<file path="src/rtl/cacheline_adaptor_p_pkg.sv">
// Shared geometry and FSM encoding for the cacheline <-> burst memory adaptor.
package cacheline_adaptor_p_pkg;

  localparam int unsigned LINE_WIDTH  = 256;
  localparam int unsigned BURST_WIDTH = 64;
  localparam int unsigned ADDR_WIDTH  = 32;
  localparam int unsigned OFFSET_BITS = 5;
  localparam int unsigned BEATS       = LINE_WIDTH / BURST_WIDTH;
  localparam int unsigned BEAT_IDX_W  = $clog2(BEATS);

  typedef enum logic [1:0] {
    IDLE  = 2'd0,
    READ  = 2'd1,
    WRITE = 2'd2,
    DONE  = 2'd3
  } adaptor_state_t;

endpackage

</file>
<file path="src/rtl/cacheline_adaptor_p_line_shift_buf.sv">
// Beat-addressable cacheline buffer: whole-line load for writebacks, per-beat
// load for fills, and a per-beat read port feeding the write burst.
module cacheline_adaptor_p_line_shift_buf #(
  parameter  int unsigned LINE_WIDTH  = 256,
  parameter  int unsigned BURST_WIDTH = 64,
  localparam int unsigned BEATS       = LINE_WIDTH / BURST_WIDTH,
  localparam int unsigned IDX_W       = $clog2(BEATS)
) (
  input  logic                   clk,
  input  logic                   rst,
  input  logic                   load_line_i,
  input  logic [LINE_WIDTH-1:0]  line_i,
  input  logic                   load_beat_i,
  input  logic [IDX_W-1:0]       load_idx_i,
  input  logic [BURST_WIDTH-1:0] beat_i,
  input  logic [IDX_W-1:0]       sel_idx_i,
  output logic [BURST_WIDTH-1:0] sel_beat_c_o,
  output logic [LINE_WIDTH-1:0]  line_o
);

  logic [BEATS-1:0][BURST_WIDTH-1:0] lbuf_q;
  logic [BEATS-1:0][BURST_WIDTH-1:0] lbuf_d;

  // Whole-line load takes priority; the FSM never requests both together.
  always_comb begin
    lbuf_d = lbuf_q;
    if (load_line_i) begin
      lbuf_d = line_i;
    end else if (load_beat_i) begin
      lbuf_d[load_idx_i] = beat_i;
    end
  end

  always_ff @(posedge clk) begin
    if (rst) begin
      lbuf_q <= '0;
    end else begin
      lbuf_q <= lbuf_d;
    end
  end

  assign sel_beat_c_o = lbuf_q[sel_idx_i];
  assign line_o       = lbuf_q;

endmodule

</file>
<file path="src/rtl/cacheline_adaptor_p.sv">
// Converts one cacheline fill/writeback into a BEATS-long burst on the memory port.
// Define ADAPTOR_EARLY_RESP_EN to raise line_resp_o combinationally with the final beat and skip DONE.
module cacheline_adaptor_p #(
  parameter  int unsigned LINE_WIDTH  = 256,
  parameter  int unsigned BURST_WIDTH = 64,
  parameter  int unsigned ADDR_WIDTH  = 32,
  parameter  int unsigned OFFSET_BITS = 5,
  localparam int unsigned BEATS       = LINE_WIDTH / BURST_WIDTH,
  localparam int unsigned BEAT_IDX_W  = $clog2(BEATS)
) (
  input  logic                   clk,
  input  logic                   rst,
  input  logic                   line_read_i,
  input  logic                   line_write_i,
  input  logic [ADDR_WIDTH-1:0]  line_addr_i,
  input  logic [LINE_WIDTH-1:0]  line_i,
  output logic [LINE_WIDTH-1:0]  line_o,
  output logic                   line_resp_o,
  input  logic [BURST_WIDTH-1:0] burst_i,
  output logic [BURST_WIDTH-1:0] burst_o,
  output logic [ADDR_WIDTH-1:0]  mem_addr_o,
  output logic                   mem_read_o,
  output logic                   mem_write_o,
  input  logic                   mem_resp_i
);

  import cacheline_adaptor_p_pkg::*;

`ifdef ADAPTOR_EARLY_RESP_EN
  localparam bit EARLY_RESP = 1'b1;
`else
  localparam bit EARLY_RESP = 1'b0;
`endif

  localparam logic [BEAT_IDX_W-1:0] LAST_BEAT   = BEAT_IDX_W'(BEATS - 1);
  localparam logic [ADDR_WIDTH-1:0] OFFSET_MASK = ADDR_WIDTH'((64'd1 << OFFSET_BITS) - 64'd1);

  adaptor_state_t state_q, state_d;

  logic [BEAT_IDX_W-1:0]  cnt_q, cnt_d;
  logic [ADDR_WIDTH-1:0]  addr_q, addr_d;
  logic                   mem_read_q, mem_read_d;
  logic                   mem_write_q, mem_write_d;
  logic                   resp_q, resp_d;
  logic [BURST_WIDTH-1:0] burst_q, burst_d;
  logic [LINE_WIDTH-1:0]  line_q, line_d;

  logic                   buf_load_line;
  logic                   buf_load_beat;
  logic [BEAT_IDX_W-1:0]  sel_idx;
  logic [BURST_WIDTH-1:0] sel_beat;
  logic [LINE_WIDTH-1:0]  buf_line;
  logic [LINE_WIDTH-1:0]  fill_line;
  logic                   beat_ok;
  logic                   last_beat;

  // One beat moves per cycle the memory responds while a request is up.
  assign beat_ok   = mem_resp_i & (mem_read_q | mem_write_q);
  assign last_beat = beat_ok & (cnt_q == LAST_BEAT);
  assign sel_idx   = cnt_q + BEAT_IDX_W'(1);

  // Completed fill: the top beat arrives on burst_i in the same cycle it is accepted.
  always_comb begin
    fill_line = buf_line;
    fill_line[LINE_WIDTH-1 -: BURST_WIDTH] = burst_i;
  end

  cacheline_adaptor_p_line_shift_buf #(
    .LINE_WIDTH  (LINE_WIDTH),
    .BURST_WIDTH (BURST_WIDTH)
  ) u_line_buf (
    .clk          (clk),
    .rst          (rst),
    .load_line_i  (buf_load_line),
    .line_i       (line_i),
    .load_beat_i  (buf_load_beat),
    .load_idx_i   (cnt_q),
    .beat_i       (burst_i),
    .sel_idx_i    (sel_idx),
    .sel_beat_c_o (sel_beat),
    .line_o       (buf_line)
  );

  always_ff @(posedge clk) begin
    if (rst) begin
      state_q <= IDLE;
    end else begin
      state_q <= state_d;
    end
  end

  // Requests are only sampled in IDLE, so a request still held during DONE is not reissued.
  always_comb begin
    state_d = state_q;
    case (state_q)
      IDLE: begin
        if (line_write_i) begin
          state_d = WRITE;
        end else if (line_read_i) begin
          state_d = READ;
        end
      end
      READ, WRITE: begin
        if (last_beat) begin
          state_d = EARLY_RESP ? IDLE : DONE;
        end
      end
      DONE:    state_d = IDLE;
      default: state_d = IDLE;
    endcase
  end

  always_comb begin
    cnt_d         = cnt_q;
    addr_d        = addr_q;
    mem_read_d    = mem_read_q;
    mem_write_d   = mem_write_q;
    resp_d        = 1'b0;
    burst_d       = burst_q;
    line_d        = line_q;
    buf_load_line = 1'b0;
    buf_load_beat = 1'b0;
    case (state_q)
      IDLE: begin
        if (line_write_i) begin
          addr_d        = line_addr_i & ~OFFSET_MASK;
          cnt_d         = '0;
          mem_write_d   = 1'b1;
          burst_d       = line_i[BURST_WIDTH-1:0];
          buf_load_line = 1'b1;
        end else if (line_read_i) begin
          addr_d     = line_addr_i & ~OFFSET_MASK;
          cnt_d      = '0;
          mem_read_d = 1'b1;
        end
      end
      READ: begin
        if (beat_ok) begin
          buf_load_beat = 1'b1;
          cnt_d         = cnt_q + BEAT_IDX_W'(1);
          if (last_beat) begin
            mem_read_d = 1'b0;
            line_d     = fill_line;
            resp_d     = ~EARLY_RESP;
          end
        end
      end
      WRITE: begin
        if (beat_ok) begin
          cnt_d   = cnt_q + BEAT_IDX_W'(1);
          burst_d = sel_beat;
          if (last_beat) begin
            mem_write_d = 1'b0;
            resp_d      = ~EARLY_RESP;
          end
        end
      end
      default: ;
    endcase
  end

  always_ff @(posedge clk) begin
    if (rst) begin
      cnt_q       <= '0;
      addr_q      <= '0;
      mem_read_q  <= 1'b0;
      mem_write_q <= 1'b0;
      resp_q      <= 1'b0;
      burst_q     <= '0;
      line_q      <= '0;
    end else begin
      cnt_q       <= cnt_d;
      addr_q      <= addr_d;
      mem_read_q  <= mem_read_d;
      mem_write_q <= mem_write_d;
      resp_q      <= resp_d;
      burst_q     <= burst_d;
      line_q      <= line_d;
    end
  end

  assign mem_addr_o  = addr_q;
  assign mem_read_o  = mem_read_q;
  assign mem_write_o = mem_write_q;
  assign burst_o     = burst_q;
  assign line_resp_o = EARLY_RESP ? last_beat : resp_q;
  assign line_o      = (EARLY_RESP && (state_q == READ) && last_beat) ? fill_line : line_q;

`ifndef SYNTHESIS
  // Protocol monitors: these are warnings, the hardware resolves both cases deterministically.
  always @(posedge clk) begin
    if (!rst && (state_q == IDLE)) begin
      assert (!(line_read_i && line_write_i))
        else $warning("simultaneous line read and write request, servicing the write");
    end
    if (!rst && ((state_q == IDLE) || (state_q == DONE))) begin
      assert (!mem_resp_i)
        else $warning("mem_resp_i outside a burst is ignored");
    end
  end
`endif

endmodule

</file>
<file path="config.mk">
export PLATFORM = sky130hd
export DESIGN_NAME = cacheline_adaptor_p
export DESIGN_NICKNAME = d
export VERILOG_FILES = /design/src/rtl/cacheline_adaptor_p_pkg.sv /design/src/rtl/cacheline_adaptor_p_line_shift_buf.sv /design/src/rtl/cacheline_adaptor_p.sv
export SDC_FILE = /design/constraint.sdc
export NUM_CORES = 1
export LEC_CHECK = 0
export CORE_AREA = 2 2 276 278
export CTS_CLUSTER_SIZE = 12
export DETAILED_ROUTE_END_ITERATION = 6
export DIE_AREA = 0 0 278 280
export PLACE_DENSITY = 0.73
export SLEW_MARGIN = 20
export SYNTH_ARGS = -nofsm -noshare
export SYNTH_HDL_FRONTEND = slang
export SYNTH_HIERARCHICAL = 1
export SYNTH_SLANG_ARGS = --single-unit
</file>
<file path="constraint.sdc">
create_clock -name clk -period 4.1 [get_ports clk]
set_input_delay 1.23 -clock clk [delete_from_list [all_inputs] [get_ports clk]]
set_output_delay 1.23 -clock clk [all_outputs]
set_load 0.1 [all_outputs]
</file>
==> results.md, run 1 <==
- Router iterations before antenna repair: 6
- Wire length of the first global-routing pass: 163000 µm
- R2r setup slk: 1500 ps
- TNS Setup: 0 ps
- DRC viols: 0
- Avg Inst Size Synth: 8.88 µm²
- Largest net degree at the start of global routing: 143
- Row cnt: 101
- Period utilization: 83.9%
- RSZ-0062 raised after global routing: false
- Min-Delay Path Depth: 2
- Post-synth ARST share: 0%
- YS warnings: 6
- Die footprint: 77800 µm²
- Core Area: 75200 µm²
- Post-Layout Cell Count: 4696
- GPL Wtd Cong: 0.886
- Remaining antenna violation count: 0
- Critical path origin: line_o[26]
- Syn Std Cell Area: 28000 µm²
- Ys flop type: dfxtp_1
- Inst Count DP: 4553
- Req. time, crit path: 2870 ps
- I/O pin cnt: 712
- DPL Wire Length: 72600 µm
- Fmax: 291 MHz
- Min-delay worst type: flip-flop to flip-flop
- Number of global-route vias before repair: 25500
- Worst EP arrival: 2210 ps
- CP endpoint kind: output port
- Number of buffers created by CTS: 72
- Initial DRC count: 2870
- Synth area leaders: dfxtp_1, nand2_1, a21oi_1
- VDD IR-drop max: 355 µV
- Crit path max fanout: 2
- Most frequent cell after synthesis: nand2_1
- Final setup vio count: 0
- Seq cells post-synth: 610
- Worst slew pin tran: 1170 ps
- Seq/Total Area, Yosys: 43.6%
- Fin crit period: 3440 ps
- Final wirelength: 111000 µm
- Drt wl/cell: 23.6 µm
- Final layout net count: 4011
- Outcome: complete, no violations
- CTS max path bufs: 3
- Crit start category: flip-flop
- Top cell type's share of synthesized area: 43.6%
- Vias/cell: 5.86
- Number of synthesized flops with an enable pin: 0
- Normalized max-slew margin: 21.8%
- FF-to-FF path depth: 7
- Aggregate global routing overflow: 0
- Proportion of layout cells with a drive suffix above 1: 9.30%
- Post-CTS sizing: 0
- Max-Cap Viols: 0
- Worst setup endpoint: line_o[26]
- Hold-fix buffers at CTS: 0
- Die W: 278 µm
- Slowest library cell on the worst path: clkdlybuf4s50_1
- Max stage delay on crit path: 1170 ps
- Antenna violations before repair: 19
- Worst-path cell chain: clkdlybuf4s50_1
- Clk sinks: 610
- Power per cell area: 595 nW/µm²
- Die outline height: 280 µm
- Post-synthesis cell type count: 52
- Final Skew: 30.6 ps
- Initial Util: 37.3%
- Clk slew on worst S/H paths: 60 ps
- CTS tree: built
- Clock root buffer: clkbuf_16
- LEAKAGE: 13.7 nW
- H-tree depth: 3
- Final hold vios: 0
- CP Depth: 1
- Synthesized instance count: 3156
- Crit Reg-Reg Endpoint: u_line_buf/line_o[113]
- Syn-to-layout area delta: 35.2%
- Worst-skew pair later-pin latency: 620 ps
- Number of post-CTS setup repair buffers: 0
- Cell taking the most area after synthesis: dfxtp_1
- Slew Limit Fails: 0
- Port buffer count: 701
- Gr usage total: 27.0%
- Fin util: 50.4%
- CP bufs+invs: 1
- Delay-heaviest family, CP: buffers and inverters
- R2R Path Start: state_q[0]
- Post-synth top cells: nand2_1, dfxtp_1, a21oi_1, clkbuf_1, buf_2
- Via count: 27500
- CP Class: flip-flop to output port
-- metrics by stage --
step / setup WS, ps / power (W) / cell area, µm² / hold slack (ps)
final: 662 / 0.0225 / 37900 / 446
after CTS: 630 / 0.0225 / 37900 / 453
after global placement: 567 / 0.0159 / 35500 / 441
after detailed placement: 526 / 0.0160 / 35500 / 446
after floorplan: 1440 / 0.0136 / 28000 / 442
after global routing: 607 / 0.0234 / 37900 / 467
-- logic make-up after synthesis --
kind of cell    synth area share, %
compound gates                 24.5
fa+ha+maj                     0.223
buf+inv                        7.10
flops                          43.6
mux                            5.18
other cells                  0.0134
simple gates                   19.4
-- worst min-delay path by stage --
stage	startpoint	end	slack (ps)
finish	u_line_buf/line_o[63]	line_o[63]	450
floorplan	u_line_buf/line_o[128]	line_o[128]	440
CTS	u_line_buf/line_o[63]	line_o[63]	450
global route	line_o[119]	line_o[119]	470
global placement	line_o[2]	line_o[2]	440
detailed placement	line_o[221]	line_o[221]	450
-- layout by cell type, fill, tap and decap left out, types with 5 or more instances in the layout --
master / count
o21ai_0: 67
clkbuf_1: 13
o311a_1: 128
nand2_1: 694
mux4_2: 64
o221a_1: 60
o211ai_1: 119
inv_1: 68
a21oi_1: 351
clkbuf_8: 17
or4b_1: 54
or4b_4: 10
nor2_1: 131
conb_1: 5
buf_4: 91
nor2b_1: 64
a221oi_1: 129
nand4bb_1: 64
buf_12: 32
o211ai_2: 10
dfxtp_1: 608
and2_1: 64
clkdlybuf4s50_1: 649
clkinv_2: 12
clkbuf_16: 75
diode_2: 18
a211oi_1: 65
-- layout make-up --
cell class / instances / area, µm²
fill: 6967 / 37300
antenna: 18 / 45.0
clock inverter: 20 / 238
clock buffer: 105 / 2160
inverter: 71 / 274
tap: 978 / 1220
sequential: 610 / 12200
timing repair buffer: 773 / 7840
multi-input combinational: 2121 / 13900
-- metal layers --
layer  wire (µm)  track usage (%)
met5          26                0
met4        5170             13.9
met3       10300             5.72
met2       50800             42.2
met1       44500             35.2
-- sequential cells by signal (all words and copies together), names as in the netlist --
| register | cells |
|---|---|
| state_q | 2 |
| mem_addr_o | 27 |
| line_o | 256 |
| mem_read_o | 1 |
| u_line_buf/line_o | 256 |
| burst_o | 64 |
| cnt_q | 2 |
| line_resp_o | 1 |
| mem_write_o | 1 |
-- where the power goes --
part | internal (W) | leakage, nW | switching, W
sequential | 0.00703 | 4.99 | 0.000832
clock | 0.00385 | 1.19 | 0.00266
combinational | 0.00287 | 7.55 | 0.00530
total | 0.0138 | 13.7 | 0.00879
(Power assumes the default switching activity.)
==> inputs of run 2 (changes only) <==
==> constraint.sdc (replaced) <==
create_clock -name clk -period 3.2 [get_ports clk]
set_input_delay 0.96 -clock clk [delete_from_list [all_inputs] [get_ports clk]]
set_output_delay 0.96 -clock clk [all_outputs]
set_load 0.1 [all_outputs]
==> results.md, run 2 (same netlist as run 1, synthesis figures left out) <==
- Die W: 278 µm
- Normalized max-slew margin: 22.5%
- R2r setup slk: 710 ps
- Die outline height: 280 µm
- DRC viols: 0
- FF-to-FF path depth: 9
- Router iterations before antenna repair: 6
- Vias/cell: 5.87
- Final wirelength: 112000 µm
- Power per cell area: 758 nW/µm²
- Final layout net count: 4092
- Number of global-route vias before repair: 26300
- Crit path max fanout: 64
- DPL Wire Length: 76700 µm
- Post-Layout Cell Count: 4768
- TNS Setup: 0 ps
- Period utilization: 78.7%
- Crit start category: primary input
- Core Area: 75200 µm²
- Req. time, crit path: 3680 ps
- Design Power: 0.0286 W
- Slew Limit Fails: 0
- Antenna violations before repair: 11
- Via count: 28000
- Largest net degree at the start of global routing: 145
- Commonest cells after routing, fill and taps aside: nand2_1, dfxtp_1, buf_4
- Sequential Area: 12200 µm²
- Fin crit period: 2520 ps
- Met2 Wirelength: 51000 µm
- Port buffer count: 701
- Area of the multi-input gates: 13900 µm²
- Commonest non-fill, non-tap cell in the layout: nand2_1
- Seq pwr share: 35.5%
- Worst EP arrival: 3000 ps
- Inst Count DP: 4636
- CP endpoint kind: flip-flop
- Remaining antenna violation count: 0
- RSZ-0062 raised after global routing: false
- Syn-to-layout area delta: 34.7%
- Post-CTS sizing: 0
- I/O pin cnt: 712
- Gr usage total: 27.4%
- Switching portion of total power: 39.4%
- VDD IR-drop max: 466 µV
- Worst-skew pair later-pin latency: 610 ps
- Final Skew: 37.0 ps
- Wire length of the first global-routing pass: 165000 µm
- Die footprint: 77800 µm²
- LEAKAGE: 14.7 nW
- Met3 routed WL: 11000 µm
- Fin Hold WS: 451 ps
- Combinational power share: 37.0%
- Pint: 0.0174 W
- GPL Wtd Cong: 0.924
- Number of post-CTS setup repair buffers: 0
- Clk sinks: 610
- CTS tree: built
- Filler Cell Count: 6947
- H-tree depth: 3
- Metal-1 WL: 44300 µm
- Worst slew pin tran: 1160 ps
- Clock root buffer: clkbuf_16
- Outcome: complete, no violations
- Proportion of layout cells with a drive suffix above 1: 18.9%
- Clk slew on worst S/H paths: 60 ps
- Row cnt: 101
- Crit Reg-Reg Endpoint: u_line_buf/line_o[85]
- Worst setup endpoint: u_line_buf/line_o[85]
- Clk pwr share: 27.4%
- Critical path origin: line_write_i
- Number of buffers created by CTS: 70
- Fmax: 397 MHz
- Final hold vios: 0
- Max-Cap Viols: 0
- CP Class: primary input to flip-flop
- Fin util: 50.2%
- Min-Delay Path Depth: 2
- CTS max path bufs: 3
- R2R Path Start: state_q[0]
- Initial Util: 37.3%
- Top Layer Used: met5
- Hold-fix buffers at CTS: 0
- Drt wl/cell: 23.4 µm
- Switch Pwr: 0.0113 W
- Initial DRC count: 3061
- Min-delay worst type: flip-flop to flip-flop
- Final setup vio count: 0
- Aggregate global routing overflow: 0
## run 2: worst min-delay path by stage
stage | from | end | slack, ps
floorplan | u_line_buf/line_o[128] | line_o[128] | 440
global placement | line_o[230] | line_o[230] | 440
detailed placement | line_o[16] | line_o[16] | 450
CTS | u_line_buf/line_o[82] | line_o[82] | 450
global route | u_line_buf/line_o[13] | line_o[13] | 470
finish | u_line_buf/line_o[82] | line_o[82] | 450
## run 2: stage by stage
stage | worst slack (ps) | cell area (µm²)
final | 680 | 37700
after CTS | 690 | 37700
after global placement | 237 | 35500
after detailed placement | 214 | 35500
after floorplan | 638 | 28000
after global routing | 613 | 37700
## run 2: power by group through the flow
stage | logic (W) | registers, W | clock network [W]
after floorplan | 0.00478 | 0.0126 | 0
after global routing | 0.0111 | 0.0103 | 0.00825
after CTS | 0.0105 | 0.0101 | 0.00796
final | 0.0106 | 0.0102 | 0.00786
after global placement | 0.0103 | 0.0102 | 0
after detailed placement | 0.0104 | 0.0103 | 0
## run 2: layout make-up
cell class,count,share of cell area (%)
clock inverters,15,0.428
multi-input cells,2121,36.8
inverters,71,0.726
diodes,12,0.0796
flip-flops and latches,610,32.4
repair buffers,856,20.9
well taps,978,3.24
clock buffers,105,5.39
## run 2: metal layers
layer / vias to the layer above / track usage [%]
li1: 12600 / -
met5: - / 0
met1: 13400 / 35.6
met4: 2 / 13.8
met2: 1671 / 43.2
met3: 299 / 5.50
## run 2: worst max-delay path, cell delays in order
cell	delay, ps
clkdlybuf4s50_1	450
and2_4	180
buf_12	150
buf_4	200
inv_2	80
buf_12	370
a221oi_1	190
a211oi_1	310
